[src/rtl/instruction_fetch_if.sv]
`default_nettype none
// ============================================================================
// Module      : instruction_fetch_if
// Description : Bus bundle between the fetch stage, its instruction ROM and
//               the downstream control path.
// Revision    : 1.0 - initial release
// ============================================================================
interface instruction_fetch_if;
  logic        pc_increment;
  logic        pc_load;
  logic [15:0] pc_load_value;
  logic [15:0] mem_rdata;
  logic [15:0] mem_addr;
  logic        mem_rd;
  logic [15:0] current_instruction;
  logic        instr_valid;
  logic [15:0] pc;
  logic [15:0] retired_count;
  logic        fetch_error;

  // Fetch-stage side
  modport master (
    input  pc_increment, pc_load, pc_load_value, mem_rdata,
    output mem_addr, mem_rd, current_instruction, instr_valid, pc,
           retired_count, fetch_error
  );

  // Control path / ROM side
  modport slave (
    output pc_increment, pc_load, pc_load_value, mem_rdata,
    input  mem_addr, mem_rd, current_instruction, instr_valid, pc,
           retired_count, fetch_error
  );
endinterface
`default_nettype wire

[src/rtl/instruction_fetch.sv]
`default_nettype none
// ============================================================================
// Module      : instruction_fetch
// Description : Program counter and instruction fetch stage. Issues one read
//               per fetch to a synchronous ROM of MEM_LATENCY (1..4) cycles,
//               captures the returned word and flags it valid while READY.
// Revision    : 1.0 - initial release
// ============================================================================
module instruction_fetch #(
  parameter logic [15:0] RESET_PC    = 16'h0000,
  parameter int          MEM_LATENCY = 1
) (
  input  wire logic           clock,
  input  wire logic           resetn,
  instruction_fetch_if.master fetch_bus
);

  typedef enum logic [1:0] {
    S_ISSUE = 2'd0,
    S_WAIT  = 2'd1,
    S_READY = 2'd2
  } state_t;

  // Latency compared against the 3-bit capture counter.
  localparam logic [2:0] LAT_C = 3'(MEM_LATENCY);

  state_t      state_q, state_d;
  logic [15:0] pc_q, pc_d;
  logic [15:0] instr_q, instr_d;
  logic [15:0] retired_q, retired_d;
  logic        error_q, error_d;
  logic [2:0]  lat_cnt_q, lat_cnt_d;
  logic        mem_rd_o;
  logic        instr_valid_o;
  logic        request_w;

  assign request_w = fetch_bus.pc_increment | fetch_bus.pc_load;

  // Next-state and Moore outputs; requests outside READY are dropped and flagged.
  always_comb begin
    state_d       = state_q;
    pc_d          = pc_q;
    instr_d       = instr_q;
    retired_d     = retired_q;
    error_d       = error_q;
    lat_cnt_d     = lat_cnt_q;
    mem_rd_o      = 1'b0;
    instr_valid_o = 1'b0;
    case (state_q)
      S_ISSUE: begin
        mem_rd_o  = 1'b1;
        lat_cnt_d = 3'd1;
        state_d   = S_WAIT;
        if (request_w) error_d = 1'b1;
      end
      S_WAIT: begin
        if (request_w) error_d = 1'b1;
        if (lat_cnt_q == LAT_C) begin
          instr_d = fetch_bus.mem_rdata;
          state_d = S_READY;
        end else begin
          lat_cnt_d = lat_cnt_q + 3'd1;
        end
      end
      S_READY: begin
        instr_valid_o = 1'b1;
        if (fetch_bus.pc_load) begin
          pc_d      = fetch_bus.pc_load_value;
          retired_d = retired_q + 16'd1;
          state_d   = S_ISSUE;
        end else if (fetch_bus.pc_increment) begin
          pc_d      = pc_q + 16'd1;
          retired_d = retired_q + 16'd1;
          state_d   = S_ISSUE;
        end
      end
      default: begin
        state_d = S_ISSUE;
      end
    endcase
  end

  // State and datapath registers; reset restarts the fetch at RESET_PC and
  // discards any read still in flight.
  always_ff @(posedge clock) begin
    if (!resetn) begin
      state_q   <= S_ISSUE;
      pc_q      <= RESET_PC;
      instr_q   <= 16'h0000;
      retired_q <= 16'h0000;
      error_q   <= 1'b0;
      lat_cnt_q <= 3'd0;
    end else begin
      state_q   <= state_d;
      pc_q      <= pc_d;
      instr_q   <= instr_d;
      retired_q <= retired_d;
      error_q   <= error_d;
      lat_cnt_q <= lat_cnt_d;
    end
  end

  // The ROM address is the PC itself, so it stays constant for the whole fetch.
  assign fetch_bus.mem_addr            = pc_q;
  assign fetch_bus.mem_rd              = mem_rd_o;
  assign fetch_bus.current_instruction = instr_q;
  assign fetch_bus.instr_valid         = instr_valid_o;
  assign fetch_bus.pc                  = pc_q;
  assign fetch_bus.retired_count       = retired_q;
  assign fetch_bus.fetch_error         = error_q;

endmodule
`default_nettype wire

[src/flat_wrapper.sv]
// flat-port wrapper written by rule: the top's interface ports become plain ports
module instruction_fetch_flat 
#(
  parameter logic [15:0] RESET_PC    = 16'h0000,
  parameter int          MEM_LATENCY = 1
)
  (clock, resetn, fetch_bus_pc_increment, fetch_bus_pc_load, fetch_bus_pc_load_value, fetch_bus_mem_rdata, fetch_bus_mem_addr, fetch_bus_mem_rd, fetch_bus_current_instruction, fetch_bus_instr_valid, fetch_bus_pc, fetch_bus_retired_count, fetch_bus_fetch_error);
  instruction_fetch_if fetch_bus_i ();
  input  wire logic clock;
  input  wire logic resetn;
  input wire logic [$bits(fetch_bus_i.pc_increment)-1:0] fetch_bus_pc_increment;
  input wire logic [$bits(fetch_bus_i.pc_load)-1:0] fetch_bus_pc_load;
  input wire logic [$bits(fetch_bus_i.pc_load_value)-1:0] fetch_bus_pc_load_value;
  input wire logic [$bits(fetch_bus_i.mem_rdata)-1:0] fetch_bus_mem_rdata;
  output wire logic [$bits(fetch_bus_i.mem_addr)-1:0] fetch_bus_mem_addr;
  output wire logic [$bits(fetch_bus_i.mem_rd)-1:0] fetch_bus_mem_rd;
  output wire logic [$bits(fetch_bus_i.current_instruction)-1:0] fetch_bus_current_instruction;
  output wire logic [$bits(fetch_bus_i.instr_valid)-1:0] fetch_bus_instr_valid;
  output wire logic [$bits(fetch_bus_i.pc)-1:0] fetch_bus_pc;
  output wire logic [$bits(fetch_bus_i.retired_count)-1:0] fetch_bus_retired_count;
  output wire logic [$bits(fetch_bus_i.fetch_error)-1:0] fetch_bus_fetch_error;
  assign fetch_bus_i.pc_increment = fetch_bus_pc_increment;
  assign fetch_bus_i.pc_load = fetch_bus_pc_load;
  assign fetch_bus_i.pc_load_value = fetch_bus_pc_load_value;
  assign fetch_bus_i.mem_rdata = fetch_bus_mem_rdata;
  assign fetch_bus_mem_addr = fetch_bus_i.mem_addr;
  assign fetch_bus_mem_rd = fetch_bus_i.mem_rd;
  assign fetch_bus_current_instruction = fetch_bus_i.current_instruction;
  assign fetch_bus_instr_valid = fetch_bus_i.instr_valid;
  assign fetch_bus_pc = fetch_bus_i.pc;
  assign fetch_bus_retired_count = fetch_bus_i.retired_count;
  assign fetch_bus_fetch_error = fetch_bus_i.fetch_error;
  instruction_fetch #(.RESET_PC(RESET_PC), .MEM_LATENCY(MEM_LATENCY)) u_core (.clock(clock), .resetn(resetn), .fetch_bus(fetch_bus_i));
endmodule
[config.mk]
export PLATFORM = sky130hd
export DESIGN_NAME = instruction_fetch_flat
export DESIGN_NICKNAME = d
export VERILOG_FILES = /design/src/rtl/instruction_fetch_if.sv /design/src/rtl/instruction_fetch.sv /design/src/flat_wrapper.sv
export SDC_FILE = /design/constraint.sdc
export NUM_CORES = 1
export LEC_CHECK = 0
export CORE_MARGIN = 2
export CORE_UTILIZATION = 40
export DETAILED_ROUTE_END_ITERATION = 10
export PLACE_DENSITY = 0.77
export SYNTH_ARGS = -nofsm -noshare
export SYNTH_HDL_FRONTEND = slang
export SYNTH_SLANG_ARGS = --single-unit
[constraint.sdc]
create_clock -name clock -period 1.6 [get_ports clock]
set_clock_uncertainty 0.1 [all_clocks]
set_input_delay 0.24 -clock clock [delete_from_list [all_inputs] [get_ports clock]]
set_output_delay 0.24 -clock clock [all_outputs]
set_load 0.1 [all_outputs]
Yosys cells after proc, flatten, opt, wreduce, memory -nomap -nowiden:

Cells that the tools add are included.

* register bits after elaboration: 54
* bits of input ports: 36
* output and inout port bits: 67
* word-level logic and storage cells: 37

* add/sub/neg operators: 3
* equality and inequality tests: 6
* muxes and demuxes: 12
* bitwise gates (word level): 1
* reduce and logical (&&, ||, !) cells: 9

Operators by type and width (number)
* two-way mux 16 bit: 4
* adder 16 x 1 -> 16 bit, second input constant: 2
* AND reduction 2 bit: 5
* two-way mux 2 bit: 3
* case mux 2 bit (3 select lines): 1
* case mux 3 bit (2 select lines): 1
* nonzero test 2 bit: 2
* adder 3 x 1 -> 3 bit, second input constant: 1
* equality test 3 x 1 -> 1 bit, second input constant: 1
* two-way mux 3 bit: 1
* != test 3 bit, second input constant: 1
* equality test 2 x 1 -> 1 bit, second input constant: 1
* equality test 2 bit, second input constant: 1
* zero test 2 bit: 1
* two-way mux 1 bit: 2
* != test 2 x 1 -> 1 bit, second input constant: 1
* != test 2 bit, second input constant: 1
* OR reduction 2 bit: 1
* bitwise OR 1 bit: 1

Depth between registers and ports, before layout:

* depth after elaboration: 3
* gate-level depth with buffers: 7
* depth with buffers taken out: 6

Least setup slack after synthesis:

Ideal clock, no wire load.

* kind: register to register
* from: reg u_core.pc_q[0] (netlist: u_core.fetch_bus.mem_addr[0])
* to: reg u_core.pc_q[12] (netlist: u_core.fetch_bus.mem_addr[12])
* setup time: 0.079 ns
* arrival: 2.336 ns
* data required time: 1.421 ns
* setup slack: -0.915 ns
* stages on the path, launching flop included: 7
* period minus slack after synthesis: 2.515 ns
* cell sequence: dfxtp_1 > ha_1 > and4_1 > clkbuf_1 > nand4_1 > o31a_1 > o211ai_1

* longest elaborated chain between the ends: 3

Ends and longest elaborated chain
* start: declaration: line instruction_fetch.sv:28 `logic [15:0] pc_q, pc_d;`
* start signal: assignment: line instruction_fetch.sv:95 `pc_q <= pc_d;`
* adder 16 x 1 -> 16 bit: line instruction_fetch.sv:72 `pc_d = pc_q + 16'd1;`
* two-way mux 16 bit: line instruction_fetch.sv:71 `end else if (fetch_bus.pc_increment) begin`
* two-way mux 16 bit: line instruction_fetch.sv:67 `if (fetch_bus.pc_load) begin`

No other way between the ends. The select of a mux whose other input is x is not followed.
A chain may end at the register's enable or synchronous reset.

Worst setup path in the final report:

* from: reg u_core.pc_q[3] (netlist: u_core.fetch_bus.mem_addr[3])
* to: reg u_core.pc_q[11] (netlist: u_core.fetch_bus.mem_addr[11])

The elaborated chain is that of the path after synthesis.

==> results.yml <==
placement:
  dpl.hpwl_mm: 6.51
  dp_cells: 529
  placed_cell_area_mm2: 0.00480
  place.gp.congestion: 0.824
  numPortBuffers: 102
critical_path:
  critPathKind: "reg -> reg"
  arrival_ns: 1.75
  rr_worst_depth: 4
  required_ns: 1.75
  worstReg2RegEnd: "u_core.fetch_bus.mem_addr[11]"
  r2r_start: "u_core.fetch_bus.mem_addr[3]"
  reg2reg_slack_ns: -0.003
  crit_fanout: 5
  cp-start-kind: "flip-flop"
  crit_path_end_kind: "flip-flop"
finish:
  final_cells: 545
  drive_gt1_frac: 0.387
  fillCellCount: 447
  n_antenna_cell: 0
  nets: 504
  design_area_mm2: 0.00500
  area_growth_syn_to_layout_pct: 81.4
clocking:
  cts.htree.levels: 2
  clk_pin_slew_worst_paths_ns: 0.11
  numClockSinks: 54
  cts_buffers: 5
  holdBufCountCts: 0
  cts-root-buf: "clkbuf_8"
  clk_latency_ns: 0.32
  clk_path_buf_depth: 2
  cts_tree: "yes"
global_route:
  grtUsageTotal: 0.232
  grt-ovfl-total: 0
  antenna_found_initial: 0
  grt_max_degree: 21
  grt_pass1_vias: 2997
  grt_pass1_wl_mm: 14.1
sta:
  setup_viol: 1
  setup-tns-final_ns: -0.00350
  relSlewSlack: 0.751
  finalCriticalPeriod_ns: 1.60
  drv_slew: 0
  whs_ns: 0.367
  fmaxAchievable_mhz: 624
  layout_setup_ws_ns: -0.00350
  hold_viol: 0
  worst_pin_slew_ns: 0.369
  rsz0062_at_grt: "true"
  finalCritPeriodShare: 1.00
logic_synthesis:
  yosys-mux-area-fraction: 0.0127
  post_synth_num_cell_types: 52
  synth_seq_cells: 54
  syn_nets: 380
  synth_edf_count: 0
  synth-compound-area-share: 0.195
  synthXorXnorAreaFrac: 0.0159
  synth_area_per_cell_um2: 8.11
  synthCells: 340
  async_flop_share: 0
  yosysWarnings: 0
  ys_seq_area_frac: 0.392
  synth_flop_cell: "dfxtp_1"
  synth_top_family_by_area: "simple AND/OR/NAND/NOR gates"
  syn_area_mm2: 0.00276
  yosys.area_share.simple: 0.281
  synth_fa_ha_area_frac: 0.0181
routing:
  drt_wl_total_mm: 8.78
  drtIter0Drc: 165
  wire_per_inst_um: 16.1
  first_pass_iters: 5
  avgViaCountPerCell: 5.58
  vias: 3041
  final_antenna_net_count: 0
  drcViolationCount: 0
power:
  p_per_area_mw_per_mm2: 673
  vdd_drop_max_mv: 0.574
  p_leak_nw: 1.88
  totalPowerFinal_mw: 3.37
hold_path:
  min_to: "u_core.fetch_bus.current_instruction[10]"
  holdPathStages: 3
  min_from: "fetch_bus_mem_rdata[10]"
  hp-class: "in -> reg"
outcome:
  violations: "negative setup slack"
  outcome: "complete, but fails checks"
die:
  num_io_pins: 103
  dieWidth_um: 87.0
  initial_core_util: 0.410
  rows: 30
  core_mm2: 0.00672
  dieArea_mm2: 0.00757
  die_y_um: 87.0
job:
  cap_violations: 0
## where the power goes
| group | leakage, nW | total (mW) | internal (mW) | switching [mW] |
|---|---|---|---|---|
| clock network | 0.0447 | 0.813 | 0.317 | 0.496 |
| logic | 1.37 | 1.13 | 0.446 | 0.681 |
| registers | 0.462 | 1.43 | 1.36 | 0.0687 |
## how the worst max path moves through the flow
stage	startpoint	end	slack [ns]	depth (start not counted)
after detailed placement	fetch_bus_pc_load	u_core.fetch_bus.mem_addr[11]	-0.42	5
final	u_core.fetch_bus.mem_addr[3]	u_core.fetch_bus.mem_addr[11]	-0.003	4
after CTS	u_core.fetch_bus.mem_addr[2]	u_core.fetch_bus.mem_addr[11]	0.001	4
after global routing	u_core.fetch_bus.mem_addr[3]	u_core.fetch_bus.mem_addr[11]	-0.03	4
after global placement	fetch_bus_pc_load	u_core.fetch_bus.mem_addr[11]	-0.39	5
after floorplan	u_core.fetch_bus.mem_addr[1]	u_core.fetch_bus.mem_addr[11]	-0.18	4
## cells in the mapped netlist, drive strengths merged, types with 2 or more instances
master / number / area share
a31oi: 5 / 0.014
or3: 10 / 0.023
dfxtp: 54 / 0.39
nor2b: 4 / 0.0091
a311oi: 2 / 0.0064
ha: 4 / 0.018
o211ai: 2 / 0.0054
a211oi: 2 / 0.0054
xor2: 3 / 0.0095
a32oi: 2 / 0.0064
o31a: 2 / 0.0064
nand3: 10 / 0.018
and3: 8 / 0.018
nand4b: 2 / 0.0064
a21oi: 40 / 0.073
buf: 23 / 0.061
xnor2: 2 / 0.0064
nor3: 2 / 0.0036
nand4: 12 / 0.038
mux2i: 2 / 0.0073
and2: 6 / 0.014
o21ai: 17 / 0.031
or4: 2 / 0.0054
and4: 7 / 0.022
nand2b: 3 / 0.0095
nor2: 24 / 0.033
inv: 8 / 0.011
nor4: 3 / 0.0068
o31ai: 4 / 0.011
nand2: 51 / 0.069
clkbuf: 10 / 0.014
## repair_timing
item	in CTS	in global routing
pin swaps	2	3
setup endpoints to repair	6	24
endpoints found under the hold margin	0	0
gates cloned	0	1
resized for setup	6	13
buffers inserted	1	6
## area by class of cell
class	instances	area, um^2	share of cell area
multi-input cells	245	1520	0.303
well taps	80	100	0.0200
flip-flops and latches	54	1190	0.237
clock buffers	5	68.8	0.0138
clock inverters	3	25.0	0.00500
repair buffers	150	2070	0.413
inverters	8	37.5	0.00750
## layout by cell type, fill, tap and decap left out, types with 3 or more instances in the layout
cell type,instances
buf_12,68
nand2_1,50
buf_4,44
a21oi_1,40
clkdlybuf4s50_1,33
dfxtp_4,26
nor2_1,22
dfxtp_1,21
o21ai_0,16
or3_1,10
nand4_1,10
nand3_1,8
and3_1,7
dfxtp_2,7
inv_1,6
and2_1,6
clkbuf_8,5
a31oi_1,4
o31ai_1,4
and4_4,3
and4_1,3
xor2_1,3
nor4_1,3
nor2b_1,3
ha_1,3
## cell families after synthesis
group,count (synthesis)
DFF,54
buffers and inverters,41
xor gates and xnor gates,5
and+or+nand+nor,146
adders and majority gates,4
AOI/OAI and AO/OA,87
muxes,3
## layer usage
layer / track usage / share of wire
met5: 0 / 0
met4: 0.0909 / 0.028
met3: 0.0578 / 0.075
met2: 0.417 / 0.52
met1: 0.261 / 0.38
## per-stage QoR
| step | setup slack, ns | utilization |
|---|---|---|
| 2_1_floorplan | -0.176 | - |
| 3_3_place_gp | -0.394 | 0.715 |
| 3_5_place_dp | -0.418 | 0.715 |
| 4_1_cts | 0.00140 | 0.731 |
| 5_1_grt | -0.0280 | 0.745 |
| 6_report | -0.00350 | 0.745 |
## registers in the layout (all words and copies together), names as in the netlist
signal,count
u_core.fetch_bus.fetch_error,1
u_core.fetch_bus.retired_count,16
u_core.fetch_bus.mem_addr,16
u_core.fetch_bus.current_instruction,16
u_core.state_q,2
u_core.lat_cnt_q,3
## worst max-delay path, stage by stage, from the launching register on
cell	delay, ns
dfxtp_4	0.39
nand4b_1	0.10
or4_4	0.54
mux2_4	0.28
a31oi_4	0.12
Power figures use the tool's default switching activity.
